## config.mk

```make
export PLATFORM = sky130hd
export DESIGN_NAME = pipe_stage_chain
export DESIGN_NICKNAME = d
export VERILOG_FILES = /design/src/rtl/pipe_stage_chain.sv
export SDC_FILE = /design/constraint.sdc
export NUM_CORES = 1
export LEC_CHECK = 0
export CAP_MARGIN = 10
export CORE_MARGIN = 2
export CORE_UTILIZATION = 48
export DETAILED_ROUTE_END_ITERATION = 6
export PLACE_DENSITY = 0.85
export SLEW_MARGIN = 20
export SYNTH_ARGS = -nofsm -noshare
export SYNTH_HDL_FRONTEND = slang
export SYNTH_SLANG_ARGS = --single-unit
```

## constraint.sdc

```tcl
create_clock -name clk -period 2.1 [get_ports clk]
set_input_delay 0.42 -clock clk [delete_from_list [all_inputs] [get_ports clk]]
set_output_delay 0.42 -clock clk [all_outputs]
set_load 0.01 [all_outputs]
```

## src/rtl/pipe_stage_chain.sv

```systemverilog
// Parametrised MIPS pipeline register chain with uniform stall/flush and EX-stage forwarding selects.
// Optional PIPE_PERF_EN adds saturating bubble_cnt/flush_cnt counters.
module pipe_stage_chain #(
  parameter int DATA_W       = 32,
  parameter int STAGES       = 4,
  parameter int REG_ADR_W    = 5,
  parameter int HOLD_STAGES  = 2,
  parameter int FLUSH_STAGES = 1
) (
  input  logic                        clk,
  input  logic                        rst,
  input  logic                        in_valid,
  input  logic [DATA_W-1:0]           in_data,
  input  logic [REG_ADR_W-1:0]        in_dst,
  input  logic                        in_wr,
  input  logic                        stall,
  input  logic                        flush,
  input  logic [REG_ADR_W-1:0]        src_a,
  input  logic [REG_ADR_W-1:0]        src_b,
  output logic [STAGES-1:0]           stg_valid,
  output logic [STAGES*DATA_W-1:0]    stg_data,
  output logic [STAGES*REG_ADR_W-1:0] stg_dst,
  output logic [STAGES-1:0]           stg_wr,
  output logic [1:0]                  forwardA,
  output logic [1:0]                  forwardB
`ifdef PIPE_PERF_EN
  ,
  output logic [15:0]                 bubble_cnt,
  output logic [15:0]                 flush_cnt
`endif
);

  if (STAGES < 3 || STAGES > 8) begin : g_bad_stages
    $error("pipe_stage_chain: STAGES must be in 3..8");
  end
  if (HOLD_STAGES < 1 || HOLD_STAGES > STAGES - 2) begin : g_bad_hold
    $error("pipe_stage_chain: HOLD_STAGES must be in 1..STAGES-2");
  end
  if (FLUSH_STAGES < 1 || FLUSH_STAGES > STAGES) begin : g_bad_flush
    $error("pipe_stage_chain: FLUSH_STAGES must be in 1..STAGES");
  end

  localparam int E = STAGES - 2;
  localparam int W = STAGES - 1;

  logic [STAGES-1:0]                vld_q, vld_d, src_vld;
  logic [STAGES-1:0]                wr_q, wr_d, src_wr;
  logic [STAGES-1:0][DATA_W-1:0]    dat_q, dat_d, src_dat;
  logic [STAGES-1:0][REG_ADR_W-1:0] dst_q, dst_d, src_dst;

  // Value each stage would take on a plain advance: stage 0 from the inputs, stage k from k-1.
  assign src_vld = {vld_q[STAGES-2:0], in_valid};
  assign src_wr  = {wr_q[STAGES-2:0], in_wr};
  assign src_dat = {dat_q[STAGES-2:0], in_data};
  assign src_dst = {dst_q[STAGES-2:0], in_dst};

  always_comb begin
    vld_d = src_vld;
    wr_d  = src_wr;
    dat_d = src_dat;
    dst_d = src_dst;
    for (int k = 0; k < STAGES; k++) begin
      if ((flush && k < FLUSH_STAGES) || (stall && k == HOLD_STAGES)) begin
        vld_d[k] = 1'b0;
        wr_d[k]  = 1'b0;
        dat_d[k] = '0;
        dst_d[k] = '0;
      end else if (stall && k < HOLD_STAGES) begin
        vld_d[k] = vld_q[k];
        wr_d[k]  = wr_q[k];
        dat_d[k] = dat_q[k];
        dst_d[k] = dst_q[k];
      end
    end
  end

  always_ff @(posedge clk or negedge rst) begin
    if (!rst) begin
      vld_q <= '0;
      wr_q  <= '0;
      dat_q <= '0;
      dst_q <= '0;
    end else begin
      vld_q <= vld_d;
      wr_q  <= wr_d;
      dat_q <= dat_d;
      dst_q <= dst_d;
    end
  end

  assign stg_valid = vld_q;
  assign stg_wr    = wr_q;
  assign stg_data  = dat_q;
  assign stg_dst   = dst_q;

  // Register $0 is hard-wired zero, so it never forwards.
  logic a_e, a_w, b_e, b_w;
  assign a_e = vld_q[E] & wr_q[E] & (dst_q[E] == src_a) & (src_a != '0);
  assign a_w = vld_q[W] & wr_q[W] & (dst_q[W] == src_a) & (src_a != '0);
  assign b_e = vld_q[E] & wr_q[E] & (dst_q[E] == src_b) & (src_b != '0);
  assign b_w = vld_q[W] & wr_q[W] & (dst_q[W] == src_b) & (src_b != '0);

  always_comb begin
    forwardA = 2'd0;
    forwardB = 2'd0;
    if (a_e)      forwardA = 2'd2;
    else if (a_w) forwardA = 2'd1;
    if (b_e)      forwardB = 2'd2;
    else if (b_w) forwardB = 2'd1;
  end

`ifdef PIPE_PERF_EN
  always_ff @(posedge clk or negedge rst) begin
    if (!rst) begin
      bubble_cnt <= '0;
      flush_cnt  <= '0;
    end else begin
      if (stall && bubble_cnt != 16'hFFFF) bubble_cnt <= bubble_cnt + 16'd1;
      if (flush && flush_cnt != 16'hFFFF)  flush_cnt  <= flush_cnt + 16'd1;
    end
  end
`endif

endmodule

```

==> results of run 1 <==
## flip-flops by register name, summed over array words and instances, names as in the netlist
name       cells
stg_dst       20
stg_valid      4
stg_data     128
stg_wr         4
## what timing repair did
item,4_1_cts,5_1_grt
setup endpoints to repair,4,4
endpoints found under the hold margin,42,0
hold buffers,1,0
pin swaps,13,10
buffers inserted,5,5
gates resized for setup,57,11
## worst paths after layout
kind                                             to  cells after the start
max                                     forwardA[0]                      7
min in group asynchronous  stg_data[21]$_DFFE_PN0P_                      2
min reg2reg                 stg_data[111]$_DFF_PN0_                      0
max reg2reg                stg_data[52]$_DFFE_PN0N_                      1
max in group asynchronous  stg_data[47]$_DFFE_PN0N_                      3
min                         stg_data[111]$_DFF_PN0_                      0
## layout make-up
cell class                 instances  area share, %
tap                              147           2.11
timing repair buffer             242           27.6
clock inverter                    11           1.81
multi-input combinational        192           18.2
sequential                       156           44.8
clock buffer                      21           5.51
## stage by stage
step / cells / utilization (%) / setup TNS (ps) / hold WS (ps) / worst slack, ps
detailed placement: 726 / 66.7 / -2490 / 360 / -778
CTS: 764 / 72.6 / -213 / 374 / -155
global placement: 726 / 66.7 / -2270 / 358 / -711
global route: 769 / 73.3 / -484 / 382 / -177
finish: 769 / 73.3 / -168 / 374 / -103
floorplan: 406 / - / 0 / 124 / 224
## power by group
| part | internal (mW) | switching (mW) |
|---|---|---|
| Sequential | 3.19 | 0.128 |
| Clock | 2.01 | 1.20 |
| Combinational | 0.576 | 0.403 |
| Total | 5.78 | 1.73 |
## placed cells by master, fill, tap and decap left out
cell | synthesis | layout
nand3_1 | 4 | 3
nor2_1 | 39 | 39
nor4_2 | 2 | 1
dfrtp_1 | 156 | 152
nor2b_1 | 39 | 39
inv_6 | 0 | 2
nand4_1 | 4 | 4
dfrtp_2 | 0 | 4
xnor2_2 | 0 | 4
clkinvlp_4 | 0 | 2
clkinv_4 | 0 | 4
buf_2 | 9 | 4
clkdlybuf4s15_1 | 0 | 1
mux2i_1 | 39 | 39
nor4_4 | 0 | 1
buf_6 | 0 | 10
dlygate4sd2_1 | 0 | 2
xnor2_1 | 20 | 16
dlygate4sd3_1 | 0 | 1
or4_4 | 2 | 2
nor3_4 | 0 | 2
bufinv_16 | 0 | 3
clkbuf_16 | 0 | 17
buf_4 | 41 | 22
clkbuf_8 | 0 | 4
nand3_2 | 0 | 1
mux2_2 | 39 | 39
nor2_4 | 2 | 2
clkdlybuf4s50_1 | 0 | 196
buf_12 | 0 | 5
clkdlybuf4s15_2 | 0 | 1
## per-layer routing
metal / part of all wire (%) / vias up / track usage [%]
met5: 0 / - / 0
met4: 1.4 / 0 / 7.97
met3: 6.2 / 16 / 6.83
met2: 55 / 147 / 38.3
met1: 37 / 1905 / 23.4
li1: - / 1713 / -
## critical path: cells and delay by family
family	cells	cell delay, ps
AND/OR/NAND/NOR	4	970
buffers and inverters	3	400
## cells by family (layout without fill, tap and decap cells)
group | after synthesis | count (layout) | share of synthesized area (%)
AND/OR/NAND/NOR | 94 | 94 | 9.03
multiplexers | 78 | 78 | 14.3
flip-flops | 156 | 156 | 67.1
XOR/XNOR | 20 | 20 | 3.01
buffers and inverters | 58 | 274 | 6.58
==> metrics.md, run 1 <==
| Metric | Value |
|---|---|
| Flop2flop setup slack | `1270 ps` |
| Via count | `between 3,000 and 4,000` |
| IO buf count | `approximately 210` |
| Post-synth EDFFs | `0` |
| Run status | `complete, but fails checks` |
| CTS H-tree depth | `4` |
| Worst setup EP type | `output port` |
| Leak pwr | `4.02 nW` |
| Area of the multi-input gates | `1590 µm²` |
| Share of layout cells above drive strength 1 | `20.9%` |
| Part of the cycle the worst path needs | `105%` |
| CP Class | `input pin to output port` |
| Vias in the first global route | `between 4,000 and 5,000` |
| RSZ-0062 raised after global routing | `true` |
| Failing checks | `setup timing` |
| WP data arrival | `1780 ps` |
| GRT Residual Overflow | `0` |
| Yosys top cell by area | `dfrtp_1` |
| Worst setup path start | `src_a[2]` |
| Flops & latches, synth | `156` |
| Core box area | `between 10,000 and 15,000 µm²` |
| Clock Skews | `~8.6 ps` |
| Antenna diodes | `0` |
| Final Hold Violating Endpoints | `0` |
| Num ports | `between 200 and 250` |
| Most used cell, CP | `buf_6` |
| Launching point of the worst reg2reg path | `stg_data[52]$_DFFE_PN0N_` |
| Clock transition at the registers of the reported paths | `60 ps` |
| Max-slew violation count | `0` |
| Setup violators final | `3` |
| Syn Inst Count | `406` |
| Clock latency on the worst-skew pair | `410 ps` |
| Die X | `114 µm` |
| Initial Util | `48.8%` |
| Post-Syn Nets | `459` |
| DRT Pass-1 Iters | `4` |
| Crit-path cells | `buf_6 > or4_4 > nor2_4 > nor3_4 > buf_6 > nor4_4 > buf_2` |
| Critical Path Fanout Max | `2` |
| Hold Path Class | `flip-flop to flip-flop` |
| Syn Area/Cell | `14.3 µm²` |
| Ys Warns | `0` |
| Tmin final | `around 2200 ps` |
| Yosys top cell area share | `67.1%` |
| CP max stage delay | `540 ps` |
| Synth top area cells | `dfrtp_1, mux2_2, mux2i_1` |
| Clock sink count | `about 160` |
| Largest net degree at the start of global routing | `61` |
| Drt wl/cell | `roughly 18 µm` |
| Worst-margin pin slew | `around 440 ps` |
| Gr usage total | `21.2%` |
| Post-route ant nets | `0` |
| Syn Std Cell Area | `around 5800 µm²` |
| Leading cell type by number of instances after synthesis | `dfrtp_1` |
| CP startpoint kind | `input pin` |
| Root Driver | `clkbuf_16` |
| FMAX | `~0.45 GHz` |
| HPWL Detailed | `9.47 mm` |
| Die area | `13,000 µm²` |
| Number of antenna violations at the first check in global routing | `0` |
| CTS max path bufs | `2` |
| Post-placement cell area | `7940 µm²` |
| Hold_sp | `stg_data[79]$_DFF_PN0_` |
| Placer Congestion | `around 0.94` |
| DRC viols | `0` |
| Setup slack after layout | `-103 ps` |
| Sequential area share after synthesis | `67.1%` |
| Ys async rst share | `100%` |
| Slowest-stage cell, CP | `or4_4` |
| Number of library cell types mapped by synthesis | `15` |
| CTS Buf Count | `17` |
| Maximum VDD drop | `554 µV` |
| Critical Path RT | `1680 ps` |
| Main synth FF type | `dfrtp_1` |
| Maxcap violations | `0` |
| Final WL | `13.8 mm` |
| Cell Pwr Density | `860 nW/µm²` |
| Num rows | `40` |
| Final instance area | `approximately 8700 µm²` |
| Vias per cell | `4.92` |
| Drt initial violations | `114` |
| CTS tree | `built` |
| Fillcell total | `752` |
| Register Area | `~3900 µm²` |
| Post-synth top cells | `dfrtp_1, buf_4` |
| Area growth syn-to-layout | `50.0%` |
| Die H | `114 µm` |
| Rel. slew slack | `a little over two thirds` |
| Power consumption | `7.50 mW` |
| First-pass GRT wire length | `20.9 mm` |
| Layout net count | `662` |
Note: power is estimated with default switching activity, not from simulation.
==> inputs of run 2 (changes only) <==
--- a/config.mk
+++ b/config.mk
@@ -6,10 +6,13 @@
 export NUM_CORES = 1
 export LEC_CHECK = 0
 export CAP_MARGIN = 10
+export CELL_PAD_IN_SITES_DETAIL_PLACEMENT = 0
+export CELL_PAD_IN_SITES_GLOBAL_PLACEMENT = 1
 export CORE_MARGIN = 2
-export CORE_UTILIZATION = 48
+export CORE_UTILIZATION = 38
 export DETAILED_ROUTE_END_ITERATION = 6
-export PLACE_DENSITY = 0.85
+export PLACE_DENSITY_LB_ADDON = 0.1
+export SETUP_SLACK_MARGIN = 0.05
 export SLEW_MARGIN = 20
 export SYNTH_ARGS = -nofsm -noshare
 export SYNTH_HDL_FRONTEND = slang
==> run 2 against run 1 <==
The flow now finishes without violations. Non-clock buffer count fell by 3. Hold slack got worse by 2.4 ps. Register-to-register slack gained 30 ps. Global-route usage shrank 4.7 points. Sequential cell count stayed put. Combinational power decreased by 2%. Critical endpoint is now forwardB[0].
==> metrics.md, run 2 (synthesis results as in run 1) <==
| Metric | Value |
|---|---|
| Final WL | `roughly 13 mm` |
| Flop2flop setup slack | `about 1300 ps` |
| Max FFs per register | `128` |
| CP Capture Point | `forwardB[0]` |
| Die area | `16,300 µm²` |
| Vias in the first global route | `3,851` |
| Num rows | `45` |
| Worst-margin pin slew | `546 ps` |
| CTS tree | `built` |
| Commonest non-fill, non-tap cells in the layout | `clkdlybuf4s50_1, dfrtp_1` |
| DRC viols | `0` |
| Via count | `3,646` |
| Clock Skews | `5.04 ps` |
| CTS max path bufs | `2` |
| Gr usage total | `16.6%` |
| IO buf count | `212` |
| Largest net degree at the start of global routing | `56` |
| Die X | `128 µm` |
| Setup violators final | `0` |
| GRT Residual Overflow | `0` |
| Final Hold Violating Endpoints | `0` |
| Final instance area | `8660 µm²` |
| Die H | `128 µm` |
| Cell Pwr Density | `~840 nW/µm²` |
| Area growth syn-to-layout | `48.9%` |
| HPWL Detailed | `9.00 mm` |
| Switching pwr | `1.66 mW` |
| Tmin final | `approximately 2100 ps` |
| Maxcap violations | `0` |
| Antenna diodes | `0` |
| WP data arrival | `1640 ps` |
| Run status | `finished clean` |
| Leak pwr | `3.97 nW` |
| CTS Buf Count | `17` |
| Gate power share | `13.3%` |
| Hold Path Class | `flip-flop to flip-flop` |
| CP startpoint kind | `input pin` |
| Drt wl/cell | `15.8 µm` |
| Worst setup path start | `src_b[4]` |
| Commonest non-fill, non-tap cell in the layout | `clkdlybuf4s50_1` |
| Part of the cycle the worst path needs | `a little under 100%` |
| Core box area | `15,100 µm²` |
| Switching share of power | `23.0%` |
| RSZ-0062 raised after global routing | `true` |
| Initial Util | `around two fifths` |
| Num ports | `around 210` |
| Placer Congestion | `0.832` |
| Share of layout cells above drive strength 1 | `slightly below 20%` |
| Reg power frac | `between 40% and 50%` |
| Critical Path Fanout Max | `2` |
| CP Class | `input pin to output port` |
| Max-slew violation count | `0` |
| Setup TNS | `0 ps` |
| Rel. slew slack | `63.6%` |
| Critical Path RT | `between 1500 and 2000 ps` |
| Worst setup EP type | `output port` |
| First-pass GRT wire length | `20.6 mm` |
| CTS H-tree depth | `4` |
| Worst reg2reg path depth | `1` |
| Cell-internal power | `5.57 mW` |
| Launching point of the worst reg2reg path | `stg_data[35]$_DFFE_PN0N_` |
| Maximum VDD drop | `about 490 µV` |
| Vias per cell | `between 4 and 5` |
| Clock power frac | `41.1%` |
| Clock transition at the registers of the reported paths | `60 ps` |
| Post-placement cell area | `8020 µm²` |
| Drt initial violations | `147` |
| Layout net count | `between 600 and 700` |
| Post-route ant nets | `0` |
| Root Driver | `clkbuf_16` |
| FF-to-FF End | `stg_data[35]$_DFFE_PN0N_` |
| FMAX | `0.485 GHz` |
| Number of antenna violations at the first check in global routing | `0` |
| Clock sink count | `~160` |
| Clock latency on the worst-skew pair | `410 ps` |
| DRT Pass-1 Iters | `4` |
| Final Core Density | `57.4%` |
| Hold slack | `371 ps` |
## run 2: final cells by class
class	instances	area (µm²)
clock buffers	22	464
flip-flops and latches	156	3910
repair buffers	239	2390
clock inverters	10	115
well taps	188	235
multi-input cells	192	1550
fillers	1271	6430
## run 2: worst min path at each step
stage,startpoint,endpoint,slack (ps),cells past startpoint
after floorplan,rst,stg_data[0]$_DFFE_PN0P_,120,0
after global placement,stg_data[76]$_DFF_PN0_,stg_data[108]$_DFF_PN0_,360,0
after detailed placement,stg_data[91]$_DFF_PN0_,stg_data[123]$_DFF_PN0_,360,0
after CTS,stg_data[91]$_DFF_PN0_,stg_data[123]$_DFF_PN0_,370,0
after global routing,stg_data[69]$_DFF_PN0_,stg_data[101]$_DFF_PN0_,380,0
final,stg_data[74]$_DFF_PN0_,stg_data[106]$_DFF_PN0_,370,0
## run 2: worst max-delay path: stages
cell and delay [ps]:
buf_6 90, or4_4 530, nor2_4 130, nor3_4 60, nor4_2 230, buf_2 170
## run 2: repair_timing
| item | 4_1_cts | 5_1_grt |
|---|---|---|
| endpoints found under the hold margin | 42 | 0 |
| gates resized for setup | 56 | 2 |
| pin swaps | 12 | 9 |
| hold buffers | 1 | 0 |
| endpoints found under the setup margin | 4 | 4 |
| buffers inserted | 5 | 2 |
## run 2: metal layers
metal | track usage (%) | part of all wire, % | vias to the layer above | wire length [µm]
li1 | - | - | 1694 | -
met1 | 19.8 | 40 | 1800 | 5100
met2 | 26.5 | 49 | 129 | 6290
met3 | 6.89 | 8.1 | 23 | 1030
met4 | 7.05 | 2.4 | 0 | 302
met5 | 0 | 0 | - | 0
## run 2: metrics by stage
stage	total power, mW	setup slack [ps]	std cells
6_report	7.23	37.3	807
3_5_place_dp	4.32	-747	767
5_1_grt	7.58	-33.9	807
2_1_floorplan	3.73	224	406
4_1_cts	7.35	-4.32	805
3_3_place_gp	4.31	-716	767
## run 2: power by group through the flow
| stage | Combinational, mW | Sequential [mW] | Clock, mW |
|---|---|---|---|
| 6_report | 0.961 | 3.30 | 2.97 |
| 3_5_place_dp | 0.962 | 3.36 | 0 |
| 2_1_floorplan | 0.319 | 3.41 | 0 |
| 3_3_place_gp | 0.955 | 3.35 | 0 |
| 5_1_grt | 1.04 | 3.33 | 3.21 |
| 4_1_cts | 0.977 | 3.31 | 3.07 |
==> inputs of run 3 (changes only) <==
--- a/config.mk
+++ b/config.mk
@@ -8,6 +8,7 @@
 export CAP_MARGIN = 10
 export CELL_PAD_IN_SITES_DETAIL_PLACEMENT = 0
 export CELL_PAD_IN_SITES_GLOBAL_PLACEMENT = 1
+export CORE_ASPECT_RATIO = 0.9
 export CORE_MARGIN = 2
 export CORE_UTILIZATION = 38
 export DETAILED_ROUTE_END_ITERATION = 6
@@ -17,3 +18,4 @@
 export SYNTH_ARGS = -nofsm -noshare
 export SYNTH_HDL_FRONTEND = slang
 export SYNTH_SLANG_ARGS = --single-unit
+export TNS_END_PERCENT = 30
==> run 3 against run 2 <==
Sequential share of layout area fell by 0.091 points. Critical path depth did not move. Non-clock buffer count rose by 2. Cell count rose by 1.5%. Wire length barely moved. Largest cell class unchanged. Highest routed layer unchanged.
==> metrics.md, run 3 (synthesis results as in run 1) <==
| Metric | Value |
|---|---|
| First-pass GRT wire length | `20.1 mm` |
| Die X | `134 µm` |
| Setup TNS | `0 ps` |
| Drt initial violations | `135` |
| WP data arrival | `1620 ps` |
| Max-slew violation count | `0` |
| Clock sink count | `156` |
| Gr usage total | `roughly 16%` |
| Worst-margin pin slew | `562 ps` |
| Flop2flop setup slack | `1310 ps` |
| Largest net degree at the start of global routing | `58` |
| CP Capture Point | `forwardB[0]` |
| Die H | `121 µm` |
| Tmin final | `a little over 2000 ps` |
| RSZ-0062 raised after global routing | `true` |
| Maxcap violations | `0` |
| Clock Skews | `6.17 ps` |
| CTS H-tree depth | `4` |
| Final WL | `12.7 mm` |
| Max FFs per register | `128` |
| Commonest non-fill, non-tap cells in the layout | `clkdlybuf4s50_1, dfrtp_1` |
| Power consumption | `around 7.4 mW` |
| Placed cells | `781` |
| Post-route ant nets | `0` |
| Worst reg2reg path depth | `1` |
| Hold Path Class | `flip-flop to flip-flop` |
| Antenna diodes | `0` |
| Initial Util | `39.3%` |
| Number of antenna violations at the first check in global routing | `0` |
| Maximum VDD drop | `604 µV` |
| Rel. slew slack | `62.5%` |
| FMAX | `about 0.49 GHz` |
| Worst setup path start | `src_b[1]` |
| Placer Congestion | `0.841` |
| Part of the cycle the worst path needs | `97.1%` |
| Commonest non-fill, non-tap cell in the layout | `clkdlybuf4s50_1` |
| IO buf count | `212` |
| Worst setup EP type | `output port` |
| Critical Path RT | `1680 ps` |
| Area growth syn-to-layout | `49.2%` |
| Final Core Density | `between 50% and 60%` |
| DRC viols | `0` |
| HPWL Detailed | `8.94 mm` |
| Via count | `between 3,000 and 4,000` |
| FF-to-FF End | `stg_wr[1]$_DFFE_PN0N_` |
| Fillcell total | `between 1,000 and 1,500` |
| Vias per cell | `4.40` |
| Cell Pwr Density | `850 nW/µm²` |
| Final Hold Violating Endpoints | `0` |
| CP startpoint kind | `input pin` |
| Clock transition at the registers of the reported paths | `60 ps` |
| Root Driver | `clkbuf_16` |
| Run status | `finished clean` |
| Share of layout cells above drive strength 1 | `19.6%` |
| Setup violators final | `0` |
| Num rows | `42` |
| Non-filler instance count after layout | `approximately 820` |
| GRT Residual Overflow | `0` |
| Critical Path Fanout Max | `2` |
| CTS Buf Count | `17` |
| DRT Pass-1 Iters | `3` |
| Leak pwr | `3.99 nW` |
| Drt wl/cell | `roughly 16 µm` |
| Num ports | `213` |
| Core box area | `14,800 µm²` |
| CTS tree | `built` |
| Launching point of the worst reg2reg path | `stg_wr[0]$_DFFE_PN0P_` |
| Layout net count | `661` |
| CP Class | `input pin to output port` |
| Die area | `16,300 µm²` |
| Clock latency on the worst-skew pair | `410 ps` |
| Vias in the first global route | `around 3,800` |
| CTS max path bufs | `2` |
==> run 3: cell count changes in the layout (fill, tap and decap cells not counted), sizes merged <==
cell | before | now
buf | 39 | 41
bufinv | 2 | 3
clkinvlp | 3 | 2
==> run 3: metrics by stage <==
step / hold WS, ps / area [µm²] / setup slack (ps)
after detailed placement: 359 / 8030 / -722
after CTS: 360 / 8680 / 16.5
after floorplan: 124 / 5820 / 224
after global routing: 368 / 8680 / -27.2
final: 374 / 8680 / 61.0
after global placement: 358 / 8030 / -693
==> run 3: repair_timing <==
item / in CTS / in global routing
endpoints found under the setup margin: 4 / 4
pin swaps: 15 / 8
cloned: 0 / 0
hold buffers: 1 / 0
gates resized for setup: 53 / 1
buffers inserted: 5 / 0
hold endpoints to repair: 41 / 0
==> run 3: worst min path at each step <==
stage	from	end	slack (ps)	cells past startpoint
floorplan	rst	stg_data[0]$_DFFE_PN0P_	120	0
global placement	stg_data[75]$_DFF_PN0_	stg_data[107]$_DFF_PN0_	360	0
detailed placement	stg_data[76]$_DFF_PN0_	stg_data[108]$_DFF_PN0_	360	0
CTS	stall	stg_data[75]$_DFF_PN0_	360	2
global route	stall	stg_data[76]$_DFF_PN0_	370	2
finish	stg_data[76]$_DFF_PN0_	stg_data[108]$_DFF_PN0_	370	0
==> run 3: final cells by class <==
| cell class | count | area [µm²] | area share [%] |
|---|---|---|---|
| clock buffers | 22 | 474 | 5.46 |
| clock inverters | 10 | 138 | 1.59 |
| multi-input cells | 192 | 1550 | 17.8 |
| flip-flops and latches | 156 | 3910 | 45.0 |
| well taps | 198 | 248 | 2.85 |
| repair buffers | 241 | 2370 | 27.3 |
==> run 3: report_power, final <==
part	internal (mW)	switching, mW	leakage [nW]	total, mW
sequential	3.19	0.117	2.10	3.30
clock	1.96	1.16	0.296	3.12
combinational	0.568	0.385	1.60	0.954
total	5.72	1.66	3.99	7.38
==> run 3: per-layer routing <==
metal  GRT usage [%]  share of wire [%]  vias up  routed length [µm]
met5               0                  0        -                   0
met4            5.86                1.0        0                 130
met2            24.9                 47      126                5960
li1                -                  -     1700                   -
met3            7.98                9.0        9                1150
met1            20.2                 43     1765                5490
==> run 3: critical path, stage by stage <==
cell and delay (ps):
clkdlybuf4s15_1 200, or4_4 440, nor2_4 110, nor3_2 60, nor4_2 220, buf_2 170
